File: src/rtl/axis_latency_sink.sv
// AXI-Stream traffic sink: random tready backpressure, per-packet latency stats, optional log2 histogram (AXIS_LATENCY_SINK_HIST_EN).
// Latency: statistics update one cycle after the tlast handshake; hist_count is combinational from hist_sel.
// Backpressure: tready low in IDLE/DONE, high in DRAIN, LFSR-gated against ready_load in RUN.
module axis_latency_sink #(
    parameter int TDATA_WIDTH = 64,
    parameter int TDEST_WIDTH = 2,
    parameter int TID_WIDTH   = 2,
    parameter int COUNT_WIDTH = 32,
    parameter int TDEST       = 0,
    parameter int NUM_ROUTERS = 4,
    parameter int SEED        = 1,
    parameter int DRAIN_IDLE  = 64
) (
    input  logic                               clk,
    input  logic                               rst_n,
    input  logic                               enable,
    input  logic [15:0]                        ready_load,
    input  logic [TDATA_WIDTH/2-1:0]           ticks,
    input  logic                               axis_in_tvalid,
    output logic                               axis_in_tready,
    input  logic [TDATA_WIDTH-1:0]             axis_in_tdata,
    input  logic                               axis_in_tlast,
    input  logic [TID_WIDTH-1:0]               axis_in_tid,
    input  logic [TDEST_WIDTH-1:0]             axis_in_tdest,
    output logic                               done,
    output logic                               error,
    output logic [COUNT_WIDTH-1:0]             pkt_count,
    output logic [COUNT_WIDTH-1:0]             beat_count,
    output logic [2*COUNT_WIDTH-1:0]           lat_sum,
    output logic [COUNT_WIDTH-1:0]             lat_min,
    output logic [COUNT_WIDTH-1:0]             lat_max,
    output logic [NUM_ROUTERS*COUNT_WIDTH-1:0] src_pkts,
    input  logic [3:0]                         hist_sel,
    output logic [COUNT_WIDTH-1:0]             hist_count
);

    localparam int HW = TDATA_WIDTH / 2;
    localparam int IW = (DRAIN_IDLE > 1) ? $clog2(DRAIN_IDLE) : 1;

    typedef enum logic [1:0] {
        S_IDLE,
        S_RUN,
        S_DRAIN,
        S_DONE
    } state_t;

    state_t                   state_q, state_d;
    logic [15:0]              lfsr_q, lfsr_d;
    logic [IW-1:0]            idle_q, idle_d;
    logic                     first_q, first_d;
    logic [HW-1:0]            stamp_q, stamp_d;
    logic                     upd_q, upd_d;
    logic [COUNT_WIDTH-1:0]   upd_lat_q, upd_lat_d;
    logic [TID_WIDTH-1:0]     upd_tid_q, upd_tid_d;
    logic                     error_q, error_d;
    logic [COUNT_WIDTH-1:0]   pkt_q, pkt_d;
    logic [COUNT_WIDTH-1:0]   beat_q, beat_d;
    logic [2*COUNT_WIDTH-1:0] sum_q, sum_d;
    logic [COUNT_WIDTH-1:0]   min_q, min_d;
    logic [COUNT_WIDTH-1:0]   max_q, max_d;
    logic [COUNT_WIDTH-1:0]   src_q [NUM_ROUTERS];
    logic [COUNT_WIDTH-1:0]   src_d [NUM_ROUTERS];

    logic                     tready_c;
    logic                     accept_c;
    logic [HW-1:0]            cur_stamp_c;
    logic [HW-1:0]            diff_c;
    logic                     unused_tdata;

    assign unused_tdata = ^axis_in_tdata[HW-1:0];

    // Fibonacci LFSR, taps 16,14,13,11; never reaches zero from a nonzero seed
    always_comb begin
        lfsr_d = {lfsr_q[14:0], lfsr_q[15] ^ lfsr_q[13] ^ lfsr_q[12] ^ lfsr_q[10]};
    end

    always_comb begin
        tready_c = 1'b0;
        case (state_q)
            S_RUN:   tready_c = (ready_load == 16'hFFFF) || (lfsr_q < ready_load);
            S_DRAIN: tready_c = 1'b1;
            default: tready_c = 1'b0;
        endcase
    end

    assign accept_c = axis_in_tvalid && tready_c;

    always_comb begin
        state_d = state_q;
        idle_d  = idle_q;
        case (state_q)
            S_IDLE: if (enable) state_d = S_RUN;
            S_RUN: begin
                if (!enable) begin
                    state_d = S_DRAIN;
                    idle_d  = '0;
                end
            end
            S_DRAIN: begin
                if (axis_in_tvalid) begin
                    idle_d = '0;
                end else if (idle_q == IW'(DRAIN_IDLE - 1)) begin
                    state_d = S_DONE;
                    idle_d  = '0;
                end else begin
                    idle_d = idle_q + IW'(1);
                end
            end
            S_DONE: if (enable) state_d = S_RUN;
            default: state_d = S_IDLE;
        endcase
    end

    // Single-beat packets take their stamp straight off the bus
    assign cur_stamp_c = first_q ? axis_in_tdata[TDATA_WIDTH-1:HW] : stamp_q;
    assign diff_c      = ticks - cur_stamp_c;

    always_comb begin
        first_d   = first_q;
        stamp_d   = stamp_q;
        upd_d     = 1'b0;
        upd_lat_d = upd_lat_q;
        upd_tid_d = upd_tid_q;
        beat_d    = beat_q;
        error_d   = error_q;
        if (accept_c) begin
            beat_d  = beat_q + COUNT_WIDTH'(1);
            stamp_d = cur_stamp_c;
            first_d = axis_in_tlast;
            if (axis_in_tdest != TDEST_WIDTH'(TDEST)) error_d = 1'b1;
            if (axis_in_tlast) begin
                upd_d     = 1'b1;
                upd_lat_d = COUNT_WIDTH'(diff_c);
                upd_tid_d = axis_in_tid;
            end
        end
        if (upd_q && (int'(upd_tid_q) >= NUM_ROUTERS)) error_d = 1'b1;
    end

    always_comb begin
        pkt_d = pkt_q;
        sum_d = sum_q;
        min_d = min_q;
        max_d = max_q;
        for (int i = 0; i < NUM_ROUTERS; i++) src_d[i] = src_q[i];
        if (upd_q) begin
            pkt_d = pkt_q + COUNT_WIDTH'(1);
            sum_d = sum_q + (2*COUNT_WIDTH)'(upd_lat_q);
            if (upd_lat_q < min_q) min_d = upd_lat_q;
            if (upd_lat_q > max_q) max_d = upd_lat_q;
            for (int i = 0; i < NUM_ROUTERS; i++) begin
                if (int'(upd_tid_q) == i) src_d[i] = src_q[i] + COUNT_WIDTH'(1);
            end
        end
    end

    always_ff @(posedge clk) begin
        if (!rst_n) begin
            state_q   <= S_IDLE;
            lfsr_q    <= 16'(SEED);
            idle_q    <= '0;
            first_q   <= 1'b1;
            stamp_q   <= '0;
            upd_q     <= 1'b0;
            upd_lat_q <= '0;
            upd_tid_q <= '0;
            error_q   <= 1'b0;
            pkt_q     <= '0;
            beat_q    <= '0;
            sum_q     <= '0;
            min_q     <= '1;
            max_q     <= '0;
            for (int i = 0; i < NUM_ROUTERS; i++) src_q[i] <= '0;
        end else begin
            state_q   <= state_d;
            lfsr_q    <= lfsr_d;
            idle_q    <= idle_d;
            first_q   <= first_d;
            stamp_q   <= stamp_d;
            upd_q     <= upd_d;
            upd_lat_q <= upd_lat_d;
            upd_tid_q <= upd_tid_d;
            error_q   <= error_d;
            pkt_q     <= pkt_d;
            beat_q    <= beat_d;
            sum_q     <= sum_d;
            min_q     <= min_d;
            max_q     <= max_d;
            for (int i = 0; i < NUM_ROUTERS; i++) src_q[i] <= src_d[i];
        end
    end

`ifdef AXIS_LATENCY_SINK_HIST_EN
    logic [COUNT_WIDTH-1:0] hist_q [16];
    logic [COUNT_WIDTH-1:0] hist_d [16];
    logic [3:0]             hist_bin_c;

    // floor(log2) via highest set bit, saturating at bin 15; zero falls in bin 0
    always_comb begin
        hist_bin_c = '0;
        for (int i = 1; i < COUNT_WIDTH; i++) begin
            if (upd_lat_q[i]) hist_bin_c = (i > 15) ? 4'd15 : 4'(i);
        end
    end

    always_comb begin
        for (int i = 0; i < 16; i++) hist_d[i] = hist_q[i];
        if (upd_q) hist_d[hist_bin_c] = hist_q[hist_bin_c] + COUNT_WIDTH'(1);
    end

    always_ff @(posedge clk) begin
        if (!rst_n) begin
            for (int i = 0; i < 16; i++) hist_q[i] <= '0;
        end else begin
            for (int i = 0; i < 16; i++) hist_q[i] <= hist_d[i];
        end
    end

    assign hist_count = hist_q[hist_sel];
`else
    logic unused_hist_sel;
    assign unused_hist_sel = ^hist_sel;
    assign hist_count      = '0;
`endif

    assign axis_in_tready = tready_c;
    assign done           = (state_q == S_DONE);
    assign error          = error_q;
    assign pkt_count      = pkt_q;
    assign beat_count     = beat_q;
    assign lat_sum        = sum_q;
    assign lat_min        = min_q;
    assign lat_max        = max_q;

    for (genvar g = 0; g < NUM_ROUTERS; g++) begin : g_src
        assign src_pkts[g*COUNT_WIDTH +: COUNT_WIDTH] = src_q[g];
    end

endmodule

File: config.mk
export PLATFORM = sky130hd
export DESIGN_NAME = axis_latency_sink
export DESIGN_NICKNAME = d
export VERILOG_FILES = /design/src/rtl/axis_latency_sink.sv
export SDC_FILE = /design/constraint.sdc
export NUM_CORES = 1
export LEC_CHECK = 0
export BUFFER_PORTS_ARGS = -buffer_cell sky130_fd_sc_hd__buf_2
export CAP_MARGIN = 20
export CORE_AREA = 2 2 240 242
export DETAILED_ROUTE_END_ITERATION = 10
export DIE_AREA = 0 0 242 244
export PLACE_DENSITY = 0.61
export SLEW_MARGIN = 5
export SYNTH_ARGS = -nofsm -noshare
export SYNTH_HDL_FRONTEND = slang
export SYNTH_SLANG_ARGS = --single-unit
File: constraint.sdc
create_clock -name clk -period 7.1 [get_ports clk]
set_clock_uncertainty 0.15 [all_clocks]
set_input_delay 1.42 -clock clk [delete_from_list [all_inputs] [get_ports clk]]
set_output_delay 1.42 -clock clk [all_outputs]
set_load 0.1 [all_outputs]
==> out/results.md <==
| Parameter | Value | Unit |
|:---|:---|:---|
| Run status | complete, no violations | - |
| Depth of the worst hold-timing path | 2 | - |
| Num CTS Buffers | 48 | - |
| Detail Placement HPWL | 48.2 | mm |
| Number of buffers added on ports | 411 | - |
| Die area | 59000 | µm² |
| Wire length of the first global-routing pass | 102 | mm |
| Remaining number of nets flagged by the antenna check after routing | 0 | - |
| Kind of end point of the critical path | output pin | - |
| CTS H-Tree Depth | 2 | - |
| Share of layout cells above drive strength 1 | 0.181 | - |
| Area fraction of the dominant cell type after synthesis | 0.370 | - |
| Worst VDD drop | 0.000186 | V |
| Area Growth Syn to Fin | 19.1 | % |
| Commonest cells after routing, fill and taps aside | sky130_fd_sc_hd__dfxtp_1, sky130_fd_sc_hd__buf_2, sky130_fd_sc_hd__nor2_1, sky130_fd_sc_hd__nand2_1, sky130_fd_sc_hd__a21oi_1 | - |
| Wire length per cell after detailed routing | 16.7 | µm |
| I/O pin cnt | 480 | - |
| PD cells | 238 | nW/µm² |
| Antenna Cells | 0 | - |
| Distinct cell type count of the synthesized netlist | 71 | - |
| Net switching power | 1.97 | mW |
| Number of iterations in the first detailed-routing pass | 5 | - |
| Most frequent CP cell | sky130_fd_sc_hd__buf_2 | - |
| Area of the core region | 56200 | µm² |
| Final RePlAce weighted congestion | 0.901 | - |
| Clk Tree Root Cell | sky130_fd_sc_hd__clkbuf_16 | - |
| Data arrival time of the critical path | 3.68 | ns |
| Largest net degree at the start of global routing | 190 | - |
| Sequential Power Share | 0.393 | - |
| Combinational share of power | 0.199 | - |
| Leading cell type in the layout, fill and taps excluded | sky130_fd_sc_hd__dfxtp_1 | - |
| Clk network pwr share | 0.408 | - |
| Setup violation total in the final timing report | 0 | - |
| Critical path, cell by cell | buf_2 -> inv_1 -> ha_1 -> a21o_1 -> a211o_1 -> a211oi_1 -> o21ai_0 -> a21oi_1 -> buf_4 -> or2_2 -> buf_2 | - |
| Effective utilization at floorplan | 0.398 | - |
| GRT Resource Usage Total | 0.211 | - |
| Vias in the first global route | 19400 | - |
| Slowest-stage cell, CP | sky130_fd_sc_hd__buf_2 | - |
| Count of clock tree sinks | 413 | - |
| Initial detailed-routing violation count | 908 | - |
| Final cycle utilization of the critical path | 0.739 | - |
| Overall die width | 242 | µm |
| Worst-path maximum fanout | 12 | - |
| Number of max-cap violations | 0 | - |
| Post-CTS setup-driven buffer insertion count | 0 | - |
| Synth Instances | 2671 | - |
| Maximum number of buffers from clock root to sink | 3 | - |
| Top area cells in the synthesized netlist | sky130_fd_sc_hd__dfxtp_1, sky130_fd_sc_hd__ha_1, sky130_fd_sc_hd__nor2_1 | - |
| Transition time of the tightest slew-check pin | 0.989 | ns |
| Number of synthesized register bits | 413 | - |
| Required time of the worst setup path | 5.53 | ns |
| WP depth | 11 | - |
| Final hold vios | 0 | - |
| Synth warnings | 0 | - |
| Remaining Overflow, GRT | 0 | - |
| Fraction of power spent switching nets | 0.310 | - |
| Cts hold-fix bufs | 0 | - |
| Critical path start-end classification | in2out | - |
| Post-layout nets | 3322 | - |
| Clock latency of the later-clocked register in the worst-skew pair | 0.60 | ns |
| Sequential-to-total area share from yosys stat | 0.370 | - |
| Finished Core Util | 0.474 | - |
| Mean number of vias per cell | 5.21 | - |
| Headroom to the max-slew limit | 0.341 | - |
| CTS tree | built | - |
| P_int | 4.38 | mW |
| Fraction of registers with async set/reset | 0 | - |
| Startpoint Class | input pin | - |
| Count of pins over their slew limit | 0 | - |
| Static leakage | 12.1 | nW |
| Netlist area before placement | 22400 | µm² |
| Gates resized, CTS repair | 0 | - |
| Setup tns final | 0 | ns |
| CP Buf/Inv Count | 4 | - |
| Maximum single-stage delay on the critical path | 0.41 | ns |
| Setup repair after global routing missed its margin | false | - |
| Y dimension of the die | 244 | µm |
| Post-detailed-route DRC marker count | 0 | - |
| Clock slew seen by the registers of the worst setup and hold paths | 0.06 | ns |
| Cell class contributing the biggest share of worst-path delay | compound AO/OA/AOI/OAI gates | - |
| Depth of the worst register-to-register path | 12 | - |
| Maximum frequency from static timing analysis | 0.191 | GHz |
| Number of synthesized flops with an enable pin | 0 | - |
| Cell taking the most area after synthesis | sky130_fd_sc_hd__dfxtp_1 | - |
| Post-Route WL | 64.1 | mm |
| Antenna violations before repair | 0 | - |
| Mean Syn Cell Area | 8.38 | µm² |
| Overall power | 6.35 | mW |
| Via count of the routed design | 20000 | - |
| Minimum period implied by the final worst setup slack | 5.25 | ns |
| Count of standard-cell rows | 87 | - |
| Top FF cell, synth | sky130_fd_sc_hd__dfxtp_1 | - |
| Type of the tightest min-delay check | reg2reg | - |
## stage by stage
step	instance area [µm²]	setup WS, ns	hold WS, ns	instances
after floorplan	22500	2.06	0.270	2702
after CTS	26600	1.85	0.303	3836
final	26600	1.85	0.302	3836
after global routing	26600	1.70	0.321	3836
after global placement	25000	1.87	0.291	3749
after detailed placement	25000	1.85	0.296	3749
## power by group through the flow
stage          Sequential, mW  Clock [mW]  Combinational, mW
2_1_floorplan            2.63           0              0.886
3_3_place_gp             2.55           0               1.23
3_5_place_dp             2.55           0               1.26
4_1_cts                  2.50        2.66               1.26
5_1_grt                  2.51        2.75               1.39
6_report                 2.50        2.59               1.27
## per-layer routing
layer,vias up,GRT usage,wire length [µm]
met5,-,0,0
met3,107,0.0589,4610
met2,428,0.363,30200
met1,9475,0.256,27400
li1,9969,-,-
met4,0,0.0668,1840
## logic make-up after synthesis
family / after synthesis / share of synthesized area
adders and majority gates: 154 / 0.0868
and+or+nand+nor: 1057 / 0.227
xor gates and xnor gates: 199 / 0.0779
other: 1 / 0.000168
muxes: 127 / 0.0570
AOI/OAI and AO/OA: 468 / 0.132
DFF: 413 / 0.370
buffers and inverters: 252 / 0.0491
## area by class of cell
| type | count | area [µm²] |
|---|---|---|
| Sequential cell | 413 | 8270 |
| Clock buffer | 72 | 1410 |
| Fill cell | 5566 | 29500 |
| Timing Repair Buffer | 424 | 2170 |
| Inverter | 119 | 454 |
| Tap cell | 756 | 946 |
| Clock inverter | 15 | 234 |
| Multi-Input combinational cell | 2037 | 13200 |
## cells in the mapped netlist (all sizes together) (4+ instances only)
cell type and number:
a2111oi 6, a211o 5, a211oi 21, a21boi 4, a21o 59, a21oi 170
a31oi 7, and2 39, and3 51, and4 14, buf 45, clkbuf 88
dfxtp 413, ha 152, inv 119, mux2 4, mux2i 123, nand2 271
nand2b 13, nand3 99, nand3b 5, nand4 66, nand4b 5, nor2 329
nor2b 12, nor3 28, nor3b 5, nor4 8, o2111ai 11, o211ai 18
o21a 24, o21ai 92, o21bai 6, o311ai 6, o31a 6, o31ai 13
or2 37, or3 58, or4 12, xnor2 76, xor2 123
## worst register-to-register path, cell delays in order (launching register included)
cell and delay (ns):
sky130_fd_sc_hd__dfxtp_2 0.80, sky130_fd_sc_hd__mux2_2 0.45, sky130_fd_sc_hd__ha_1 0.22, sky130_fd_sc_hd__fa_1 0.43, sky130_fd_sc_hd__nor2b_1 0.21, sky130_fd_sc_hd__o2111ai_1 0.20, sky130_fd_sc_hd__a211oi_1 0.37, sky130_fd_sc_hd__or2_2 0.22
sky130_fd_sc_hd__a211oi_2 0.10, sky130_fd_sc_hd__a211oi_1 0.43, sky130_fd_sc_hd__o211ai_1 0.20, sky130_fd_sc_hd__a2111oi_0 0.44, sky130_fd_sc_hd__a311o_1 0.17
## path summary, 6_finish.rpt
kind | startpoint | slack [ns] | to
max | ready_load[9] | 1.85 | axis_in_tready
min | stamp_q[8] | 0.30 | stamp_q[8]
max reg2reg | first_q | 2.67 | upd_lat_q[30]
min reg2reg | stamp_q[8] | 0.30 | stamp_q[8]
## flip-flops by register name, indices dropped and copies added (netlist names)
name,flops
src_q,128
lat_sum,64
beat_count,32
lat_max,32
lat_min,32
pkt_count,32
stamp_q,32
upd_lat_q,32
lfsr_q,16
idle_q,6
state_q,2
upd_tid_q,2
error,1
first_q,1
upd_q,1
Note: power is estimated with default switching activity, not from simulation.
